$ cat config.mk
export PLATFORM = sky130hd
export DESIGN_NAME = timer_ctrl
export DESIGN_NICKNAME = d
export VERILOG_FILES = /design/src/rtl/timer_ctrl_pkg.sv /design/src/rtl/timer_ctrl_btn_press.sv /design/src/rtl/timer_ctrl.sv
export SDC_FILE = /design/constraint.sdc
export NUM_CORES = 1
export LEC_CHECK = 0
export ABC_AREA = 1
export BUFFER_PORTS_ARGS = -buffer_cell sky130_fd_sc_hd__buf_2
export CAP_MARGIN = 20
export CORE_ASPECT_RATIO = 1.4
export CORE_UTILIZATION = 35
export DETAILED_ROUTE_END_ITERATION = 6
export SLEW_MARGIN = 20
export SYNTH_ARGS = -nofsm -noshare
export SYNTH_HDL_FRONTEND = slang
export SYNTH_SLANG_ARGS = --single-unit
$ cat constraint.sdc
create_clock -name MCLK -period 2.94 [get_ports MCLK]
set_clock_uncertainty 0.15 [all_clocks]
set_input_delay 0.147 -clock MCLK [delete_from_list [all_inputs] [get_ports MCLK]]
set_output_delay 0.147 -clock MCLK [all_outputs]
set_load 0.05 [all_outputs]
$ cat src/rtl/timer_ctrl_pkg.sv
`default_nettype none
// +------------------------------------------------------------------+
// | timer_ctrl_pkg                                                   |
// | State encodings, strobe bit positions and cycle-count helpers.   |
// | Rev 1.0 - initial release                                        |
// +------------------------------------------------------------------+
package timer_ctrl_pkg;

  typedef enum logic [1:0] {
    ST_IDLE    = 2'd0,
    ST_RUN     = 2'd1,
    ST_EXPIRED = 2'd2
  } state_t;

  localparam int STB_CLR     = 0;
  localparam int STB_INC_SEC = 1;
  localparam int STB_INC_MIN = 2;
  localparam int STB_DEC_SEC = 3;
  localparam int STB_W       = 4;

  function automatic int ms_to_cycles(input int clk_hz, input int ms);
    return int'((longint'(clk_hz) * longint'(ms)) / 1000);
  endfunction

  function automatic int hz_to_cycles(input int clk_hz, input int hz);
    return clk_hz / hz;
  endfunction

  // Bits needed to hold 0 .. n-1
  function automatic int cnt_width(input int n);
    return (n <= 2) ? 1 : $clog2(n);
  endfunction

endpackage
`default_nettype wire

$ cat src/rtl/timer_ctrl_btn_press.sv
`default_nettype none
// +------------------------------------------------------------------+
// | timer_ctrl_btn_press                                             |
// | Button press edge detect with optional hold-to-repeat timer      |
// | (repeat built when REPEAT_EN=1, driven by AUTO_REPEAT_EN).       |
// | Rev 1.0 - initial release                                        |
// +------------------------------------------------------------------+
module timer_ctrl_btn_press
  import timer_ctrl_pkg::*;
#(
  parameter bit REPEAT_EN  = 1'b0,
  parameter int DELAY_CYC  = 500,
  parameter int PERIOD_CYC = 125
) (
  input  logic clk,
  input  logic rst_n,
  input  logic btn_n,
  input  logic rpt_cancel,
  output logic press,
  output logic rpt
);

  logic r_btn_prev;

  always_ff @(posedge clk or negedge rst_n) begin
    if (!rst_n) r_btn_prev <= 1'b1;
    else        r_btn_prev <= btn_n;
  end

  assign press = r_btn_prev & ~btn_n;

  generate
    if (REPEAT_EN) begin : g_rpt
      localparam int CW = cnt_width((DELAY_CYC > PERIOD_CYC) ? DELAY_CYC : PERIOD_CYC);
      localparam logic [CW-1:0] C_DELAY_LAST  = CW'(DELAY_CYC - 1);
      localparam logic [CW-1:0] C_PERIOD_LAST = CW'(PERIOD_CYC - 1);

      logic [CW-1:0] r_cnt;
      logic          r_armed;
      logic          r_repeating;
      logic          w_fire;

      // A cancelled hold stays disarmed until the button is released and pressed again
      assign w_fire = r_armed & ~btn_n & ~rpt_cancel &
                      (r_repeating ? (r_cnt == C_PERIOD_LAST) : (r_cnt == C_DELAY_LAST));
      assign rpt = w_fire;

      always_ff @(posedge clk or negedge rst_n) begin
        if (!rst_n) begin
          r_cnt       <= '0;
          r_armed     <= 1'b0;
          r_repeating <= 1'b0;
        end else if (rpt_cancel || btn_n) begin
          r_cnt       <= '0;
          r_armed     <= 1'b0;
          r_repeating <= 1'b0;
        end else if (press) begin
          r_cnt       <= '0;
          r_armed     <= 1'b1;
          r_repeating <= 1'b0;
        end else if (r_armed) begin
          if (w_fire) begin
            r_cnt       <= '0;
            r_repeating <= 1'b1;
          end else begin
            r_cnt <= r_cnt + CW'(1);
          end
        end
      end
    end else begin : g_no_rpt
      logic w_unused;
      assign w_unused = ^{rpt_cancel, DELAY_CYC[0], PERIOD_CYC[0]};
      assign rpt      = 1'b0;
    end
  endgenerate

endmodule
`default_nettype wire

$ cat src/rtl/timer_ctrl.sv
`default_nettype none
// +------------------------------------------------------------------+
// | timer_ctrl                                                       |
// | mm:ss countdown sequencer: button commands, run/pause, alarm.    |
// | Define AUTO_REPEAT_EN to build hold-to-repeat on SEC/MIN.        |
// | Rev 1.0 - initial release                                        |
// +------------------------------------------------------------------+
module timer_ctrl
  import timer_ctrl_pkg::*;
#(
  parameter int CLK_HZ          = 25175000,
  parameter int ALARM_SECS      = 10,
  parameter int BLINK_HZ        = 2,
  parameter int REPEAT_DELAY_MS = 500,
  parameter int REPEAT_RATE_HZ  = 8
) (
  input  logic       MCLK,
  input  logic       RESET_N,
  input  logic       BT_START_N,
  input  logic       BT_CLR_N,
  input  logic       BT_SEC_N,
  input  logic       BT_MIN_N,
  input  logic       TICK_1HZ,
  input  logic       CNT_ZERO,
  output logic       CNT_CLR,
  output logic       CNT_INC_SEC,
  output logic       CNT_INC_MIN,
  output logic       CNT_DEC_SEC,
  output logic       RUNNING,
  output logic       ALARM,
  output logic [1:0] STATE
);

`ifdef AUTO_REPEAT_EN
  localparam bit REPEAT_EN = 1'b1;
`else
  localparam bit REPEAT_EN = 1'b0;
`endif

  localparam int DELAY_CYC  = ms_to_cycles(CLK_HZ, REPEAT_DELAY_MS);
  localparam int PERIOD_CYC = hz_to_cycles(CLK_HZ, REPEAT_RATE_HZ);
  localparam int BLINK_HALF = hz_to_cycles(CLK_HZ, 2 * BLINK_HZ);
  localparam int BW         = cnt_width(BLINK_HALF);
  localparam int AW         = cnt_width(ALARM_SECS);
  localparam logic [BW-1:0] C_BLINK_LAST = BW'(BLINK_HALF - 1);
  localparam logic [AW-1:0] C_ALARM_LAST = AW'(ALARM_SECS - 1);

  state_t           r_state;
  logic [STB_W-1:0] r_strobe;
  logic             r_running;
  logic             r_alarm;
  logic [BW-1:0]    r_blink_cnt;
  logic [AW-1:0]    r_alarm_cnt;

  logic w_press_start, w_press_clr, w_press_sec, w_press_min;
  logic w_rpt_start, w_rpt_clr, w_rpt_sec, w_rpt_min;
  logic w_act_sec, w_act_min, w_press_any;
  logic w_cancel_sec, w_cancel_min;
  logic w_unused_rpt;

  // A repeat is cancelled by leaving IDLE or by any higher-priority press
  assign w_cancel_sec = (r_state != ST_IDLE) | w_press_clr | w_press_start;
  assign w_cancel_min = w_cancel_sec | w_press_sec | w_rpt_sec;

  timer_ctrl_btn_press #(.REPEAT_EN(1'b0), .DELAY_CYC(DELAY_CYC), .PERIOD_CYC(PERIOD_CYC)) u_btn_start (
    .clk(MCLK), .rst_n(RESET_N), .btn_n(BT_START_N), .rpt_cancel(1'b1),
    .press(w_press_start), .rpt(w_rpt_start)
  );

  timer_ctrl_btn_press #(.REPEAT_EN(1'b0), .DELAY_CYC(DELAY_CYC), .PERIOD_CYC(PERIOD_CYC)) u_btn_clr (
    .clk(MCLK), .rst_n(RESET_N), .btn_n(BT_CLR_N), .rpt_cancel(1'b1),
    .press(w_press_clr), .rpt(w_rpt_clr)
  );

  timer_ctrl_btn_press #(.REPEAT_EN(REPEAT_EN), .DELAY_CYC(DELAY_CYC), .PERIOD_CYC(PERIOD_CYC)) u_btn_sec (
    .clk(MCLK), .rst_n(RESET_N), .btn_n(BT_SEC_N), .rpt_cancel(w_cancel_sec),
    .press(w_press_sec), .rpt(w_rpt_sec)
  );

  timer_ctrl_btn_press #(.REPEAT_EN(REPEAT_EN), .DELAY_CYC(DELAY_CYC), .PERIOD_CYC(PERIOD_CYC)) u_btn_min (
    .clk(MCLK), .rst_n(RESET_N), .btn_n(BT_MIN_N), .rpt_cancel(w_cancel_min),
    .press(w_press_min), .rpt(w_rpt_min)
  );

  assign w_unused_rpt = w_rpt_start | w_rpt_clr;
  assign w_act_sec    = w_press_sec | w_rpt_sec;
  assign w_act_min    = w_press_min | w_rpt_min;
  assign w_press_any  = w_press_start | w_press_clr | w_press_sec | w_press_min;

  always_ff @(posedge MCLK or negedge RESET_N) begin
    if (!RESET_N) begin
      r_state     <= ST_IDLE;
      r_strobe    <= '0;
      r_running   <= 1'b0;
      r_alarm     <= 1'b0;
      r_blink_cnt <= '0;
      r_alarm_cnt <= '0;
    end else begin
      r_strobe <= '0;
      case (r_state)
        ST_IDLE: begin
          r_running   <= 1'b0;
          r_alarm     <= 1'b0;
          r_blink_cnt <= '0;
          r_alarm_cnt <= '0;
          if (w_press_clr) begin
            r_strobe[STB_CLR] <= 1'b1;
          end else if (w_press_start) begin
            if (!CNT_ZERO) begin
              r_state   <= ST_RUN;
              r_running <= 1'b1;
            end
          end else if (w_act_sec) begin
            r_strobe[STB_INC_SEC] <= 1'b1;
          end else if (w_act_min) begin
            r_strobe[STB_INC_MIN] <= 1'b1;
          end
        end

        ST_RUN: begin
          if (w_press_start) begin
            r_state   <= ST_IDLE;
            r_running <= 1'b0;
          end else if (CNT_ZERO) begin
            r_state     <= ST_EXPIRED;
            r_running   <= 1'b0;
            r_alarm     <= 1'b1;
            r_blink_cnt <= '0;
            r_alarm_cnt <= '0;
          end else if (TICK_1HZ) begin
            r_strobe[STB_DEC_SEC] <= 1'b1;
          end
        end

        ST_EXPIRED: begin
          if (w_press_any || (TICK_1HZ && (r_alarm_cnt == C_ALARM_LAST))) begin
            r_state <= ST_IDLE;
            r_alarm <= 1'b0;
          end else begin
            if (TICK_1HZ) r_alarm_cnt <= r_alarm_cnt + AW'(1);
            if (r_blink_cnt == C_BLINK_LAST) begin
              r_blink_cnt <= '0;
              r_alarm     <= ~r_alarm;
            end else begin
              r_blink_cnt <= r_blink_cnt + BW'(1);
            end
          end
        end

        default: begin
          r_state   <= ST_IDLE;
          r_running <= 1'b0;
          r_alarm   <= 1'b0;
        end
      endcase
    end
  end

  assign CNT_CLR     = r_strobe[STB_CLR];
  assign CNT_INC_SEC = r_strobe[STB_INC_SEC];
  assign CNT_INC_MIN = r_strobe[STB_INC_MIN];
  assign CNT_DEC_SEC = r_strobe[STB_DEC_SEC];
  assign RUNNING     = r_running;
  assign ALARM       = r_alarm;
  assign STATE       = r_state;

endmodule
`default_nettype wire

Yosys cells after proc, flatten, opt, wreduce, memory -nomap -nowiden. Index checks and enable logic that the tools add are counted.

Bits in registers: 39. Bits of input ports: 8. Output and inout bits: 8. Word-level logic and storage cells: 87.

$add $sub $neg: 2. Equal/unequal tests: 14. Mux-type cells: 39. Bitwise logic cells: 13. Reduce and logical (&&, ||, !) cells: 9.

Operators with widths (count): 23-bit two-way mux (4); 23-bit case mux with 3 select lines (1); 23-bit by 1-bit adder with 23-bit output (second input constant) (1); 23-bit == test (second input constant) (1); 1-bit two-way mux (17); 2-bit two-way mux (8); 4-bit two-way mux (4); 2-bit != test (second input constant) (8); 4-bit case mux with 3 select lines (1); 5-bit AND reduction (2); 3-bit != test (second input constant) (2); 1-bit inverter (6); 2-bit case mux with 3 select lines (1); 4-bit by 1-bit adder with 4-bit output (second input constant) (1); 1-bit bitwise AND (4); 4-bit == test (second input constant) (1); 4-bit AND reduction (1); 3-bit two-way mux (1); 1-bit bitwise OR (3); 1-bit case mux with 3 select lines (1); 3-bit AND reduction (1); 3-bit nonzero test (1); 2-bit by 1-bit == test with 1-bit output (second input constant) (1); 2-bit == test (second input constant) (1); 5 further kinds (5).

Depth between registers and ports, before layout.
Depth in word-level cells: 8. Mapped depth: 11. Depth with buffers taken out: 11.

By module. A second synthesis with hierarchy kept.

Cell total of the unflattened synthesis: 393. Area, all modules: 2697.6 um2.

By module, submodules not included: timer_ctrl (instances 1, cells an instance 373, area an instance 2507.4 um2, sequential area each 875.8 um2); timer_ctrl_btn_press (instances 4, cells an instance 5, area an instance 47.5 um2, sequential area each 26.3 um2).

Worst setup path before layout. OpenSTA, ideal clock, no wires.

Path kind: reg-to-reg. Start point: register r_state[1] (netlist: STATE[1]). End point: register r_blink_cnt[4]. Setup time: 0.127 ns. Data arrival time: 1.667 ns. Required time: 2.663 ns. Setup slack: 0.995 ns. Stages on the path, launching flop included: 12. Clock period less this slack: 1.945 ns. Cells stage by stage: dfrtp_1 inv_1 ha_1 inv_1 a21oi_1 inv_1 nand2_1 a21oi_2 inv_2 buf_6 nand2_1 o21ai_0.

Longest elaborated chain between the ends: 3.

Ends and longest elaborated chain: from (decl) (RTL line timer_ctrl.sv:48) `state_t r_state;`; from (signal assigned) (RTL line timer_ctrl.sv:92) `r_state <= ST_IDLE;`; from (signal assigned) (RTL line timer_ctrl.sv:110) `r_state <= ST_RUN;`; from (signal assigned) (RTL line timer_ctrl.sv:122) `r_state <= ST_IDLE;`; 2-bit == test (tied with other cells) (RTL line timer_ctrl.sv:100) `case (r_state)`; 2-bit != test (no source line) / 3-bit nonzero test (equally long branches); 4-bit AND reduction (no source line); to (signal assigned) (RTL line timer_ctrl.sv:145) `r_blink_cnt <= r_blink_cnt + BW'(1);`; to (decl) (RTL line timer_ctrl.sv:52) `logic [BW-1:0] r_blink_cnt;`.

Parallel ways exist; a longest one is shown, timed or not. A chain may end at the register's enable or synchronous reset.

Worst setup path in the final report.
Start point: register r_state[0] (netlist: STATE[0]). End point: register r_blink_cnt[4].

Same word-level chain as after synthesis.

==> impl_metrics.toml <==
[synth]
synth_edf_count = 0
synth_area_per_cell_um2 = 7.08
synthSimpleGateAreaFrac_pct = 37.6
syn_inst = 365
synth_cell_types = 28
synth_compound_gate_area_share_pct = 6.87
synthAdderAreaFrac_pct = 3.87
synth_ff_type = "dfrtp_1"
synth_xor_area_share_pct = 4.07
synth_nets = 381
ys_async_sr_fraction_pct = 100
syn_area_um2 = 2580
synth_top_area_share_pct = 33.9
yosys_warnings = 0
synth_seq_area_share_pct = 37.9
ys_ff_latch = 39
yosys.area.top_type = "dfrtp_1"
synth_commonest_cells = "117 x nand2_1, 47 x inv_1, 44 x nor2_1"
synthMuxAreaShare_pct = 0
synth.most_common_cell = "nand2_1"
synthTopCellsByArea = "dfrtp_1 34%, nand2_1 17%, inv_1 6.8%, nand3_1 6.4%, nor2_1 6.4%"
synth_top_family_by_area = "simple AND/OR/NAND/NOR gates"

[worst_setup_path]
worst-r2r-cell-count = 7
crit_top_cell = "buf_4"
cp_num_buf_inv = 4
cp-start-kind = "register"
crit_start = "STATE[0]$_DFFE_PN0P_"
critical-path-slowest-cell = "dfrtp_1"
critical-path-top-delay-family = "buffers and inverters"
crit_cells = 7
endpoint_kind = "register"
crit_fanout = 25
regToRegSetupSlack_ns = 0.81
crit_end = "r_blink_cnt[4]$_DFFE_PN0P_"
worstSetupPathType = "reg -> reg"
crit_required_ns = 2.97
path_cells = "inv_1 -> ha_1 -> buf_4 -> a21oi_2 -> buf_4 -> inv_2 -> o21ai_0"
worst_r2r_endpoint = "r_blink_cnt[4]$_DFFE_PN0P_"
cp.arrival_ns = 2.16
max_stage_delay_ns = 0.43
r2r_start = "STATE[0]$_DFFE_PN0P_"

[timing]
final_hold_viol_count = 0
finalCritPeriodShare_pct = 72.5
slew_viol_final = 0
clock.fmax_mhz = 469
rsz0062_at_grt = "false"
setup_tns_ns = 0
fin_ws_ns = 0.810
worstMarginPinSlew_ns = 0.887
max-slew-margin-rel_pct = 40.9
hold_slack_ns = 0.0380
layout_min_cycle_time_ns = 2.13
setup_viol = 0

[die]
rows = 36
core-area_um2 = 7070
num_io_pins = 16
die_w_um = 74.6
dieHeight_um = 104
dieArea_um2 = 7740
start_util_pct = 36.6

[drt]
drc_errors = 0
vias = 2266
drt_wl_total_um = 5940
wl_per_cell_um = 12.3
ant_nets = 0
drt_iter0_drc = 109
routed_via_density = 4.69
first_pass_iters = 4

[job]
maxCapViolCount = 0

[power]
leakage_nw = 1.37
finalPower_w = 0.00158
max-vdd-ir-drop_v = 0.000460
power_density_nw_per_um2 = 549

[min_path]
hp-class = "in -> reg"
worstHoldStart = "CNT_ZERO"

[clocking]
tritoncts = "yes"
clock_latency_ns = 0.31
clockBufferDepth = 2
clk_pin_slew_ns = 0.08
cts_setup_buffers = 0
numCtsBuffers = 5
h-tree-depth = 2
cts_sinks = 39
root_buffer = "clkbuf_8"

[placement]
dp_cells = 469
pre_cts_slack_ns = 0.798
portBuffers = 15
dp_hpwl_um = 4380
globalplace.congestion = 0.935

[final_layout]
layout-drive-gt1-share_pct = 14.9
syn2layout_area_growth_pct = 11.3
antenna_cells = 0
final_nets = 403
instances_no_fill = 483

[global_routing]
grt_antenna_before_repair = 0
grt_pass1_wl_um = 10300
grt_max_degree = 40
grt_util_all_layers_pct = 17.3
grt_pass1_vias = 2259
overflow = 0

[outcome]
status = "complete, no violations"
## power by group
part	total (W)	leakage (nW)	internal, W	switching [W]
registers	0.000615	0.527	0.000579	0.0000366
clock network	0.000383	0.0482	0.000189	0.000194
logic	0.000580	0.793	0.000151	0.000429
total	0.00158	1.37	0.000919	0.000660
## worst min-delay path by stage
stage / endpoint / slack [ns] / cells past startpoint
2_1_floorplan: ALARM$_DFFE_PN0P_ / -0.30 / 0
3_3_place_gp: u_btn_start.r_btn_prev$_DFF_PN1_ / 0.11 / 1
3_5_place_dp: u_btn_min.r_btn_prev$_DFF_PN1_ / 0.11 / 1
4_1_cts: r_strobe[3]$_DFF_PN0_ / 0.03 / 4
5_1_grt: r_strobe[3]$_DFF_PN0_ / 0.06 / 4
6_report: r_strobe[3]$_DFF_PN0_ / 0.04 / 4
## cell usage in the layout (no fill, tap or decap)
master	instances
xor2_1	7
nand3_2	2
clkbuf_1	1
o21bai_1	1
dlygate4sd3_1	6
o21ai_0	4
nand3b_1	2
clkbuf_8	6
a21oi_2	1
clkinv_2	1
nand2_1	117
inv_2	1
o21ai_2	12
dfstp_2	4
nor2_4	1
nor2_1	44
buf_4	2
nor2_2	8
inv_1	47
o21ai_1	2
nand4_1	8
buf_2	15
nand3_1	33
ha_1	8
a31oi_1	1
xnor2_1	5
a21oi_1	4
nand2_2	5
dfrtp_1	35
nor3_1	5
## cell type report
| class | instances | area, um2 |
|---|---|---|
| sequential | 39 | 981 |
| clock inverter | 1 | 5.00 |
| timing repair buffer | 23 | 150 |
| tap | 95 | 119 |
| inverter | 48 | 180 |
| fill | 767 | 4200 |
| clock buffer | 7 | 86.3 |
| multi-input combinational | 270 | 1360 |
## registers in the layout, summed over array words and instances (netlist names)
register / flops
u_btn_clr.r_btn_prev: 1
r_alarm_cnt: 4
u_btn_min.r_btn_prev: 1
u_btn_sec.r_btn_prev: 1
RUNNING: 1
r_strobe: 4
u_btn_start.r_btn_prev: 1
STATE: 2
r_blink_cnt: 23
ALARM: 1
## worst reg2reg max path, cell delays in order, from the launching register on
cell	delay [ns]
dfrtp_1	0.43
inv_1	0.11
ha_1	0.32
buf_4	0.23
a21oi_2	0.06
buf_4	0.17
inv_2	0.35
o21ai_0	0.17
## metrics by stage
stage / util [%] / instance area [um2]
5_1_grt: 40.7 / 2880
3_3_place_gp: 38.5 / 2730
6_report: 40.7 / 2880
2_1_floorplan: - / 2580
3_5_place_dp: 38.5 / 2730
4_1_cts: 40.7 / 2880
## metal layers
metal / track usage (%) / up-vias / wire length (um)
met5: 0 / - / 0
met2: 31.0 / 34 / 3130
met1: 18.9 / 1042 / 2430
li1: - / 1177 / -
met3: 2.63 / 13 / 160
met4: 8.76 / 0 / 229
## timing repair
action	CTS	global route
endpoints found under the hold margin	43	0
resized for setup	0	0
hold buffers	6	0
endpoints found under the setup margin	0	0
## logic make-up after synthesis
kind of cell,count (synthesis)
buffers and inverters,56
AOI/OAI and AO/OA,25
DFF,39
xor gates and xnor gates,12
and+or+nand+nor,225
adders and majority gates,8
Power figures use the tool's default switching activity.
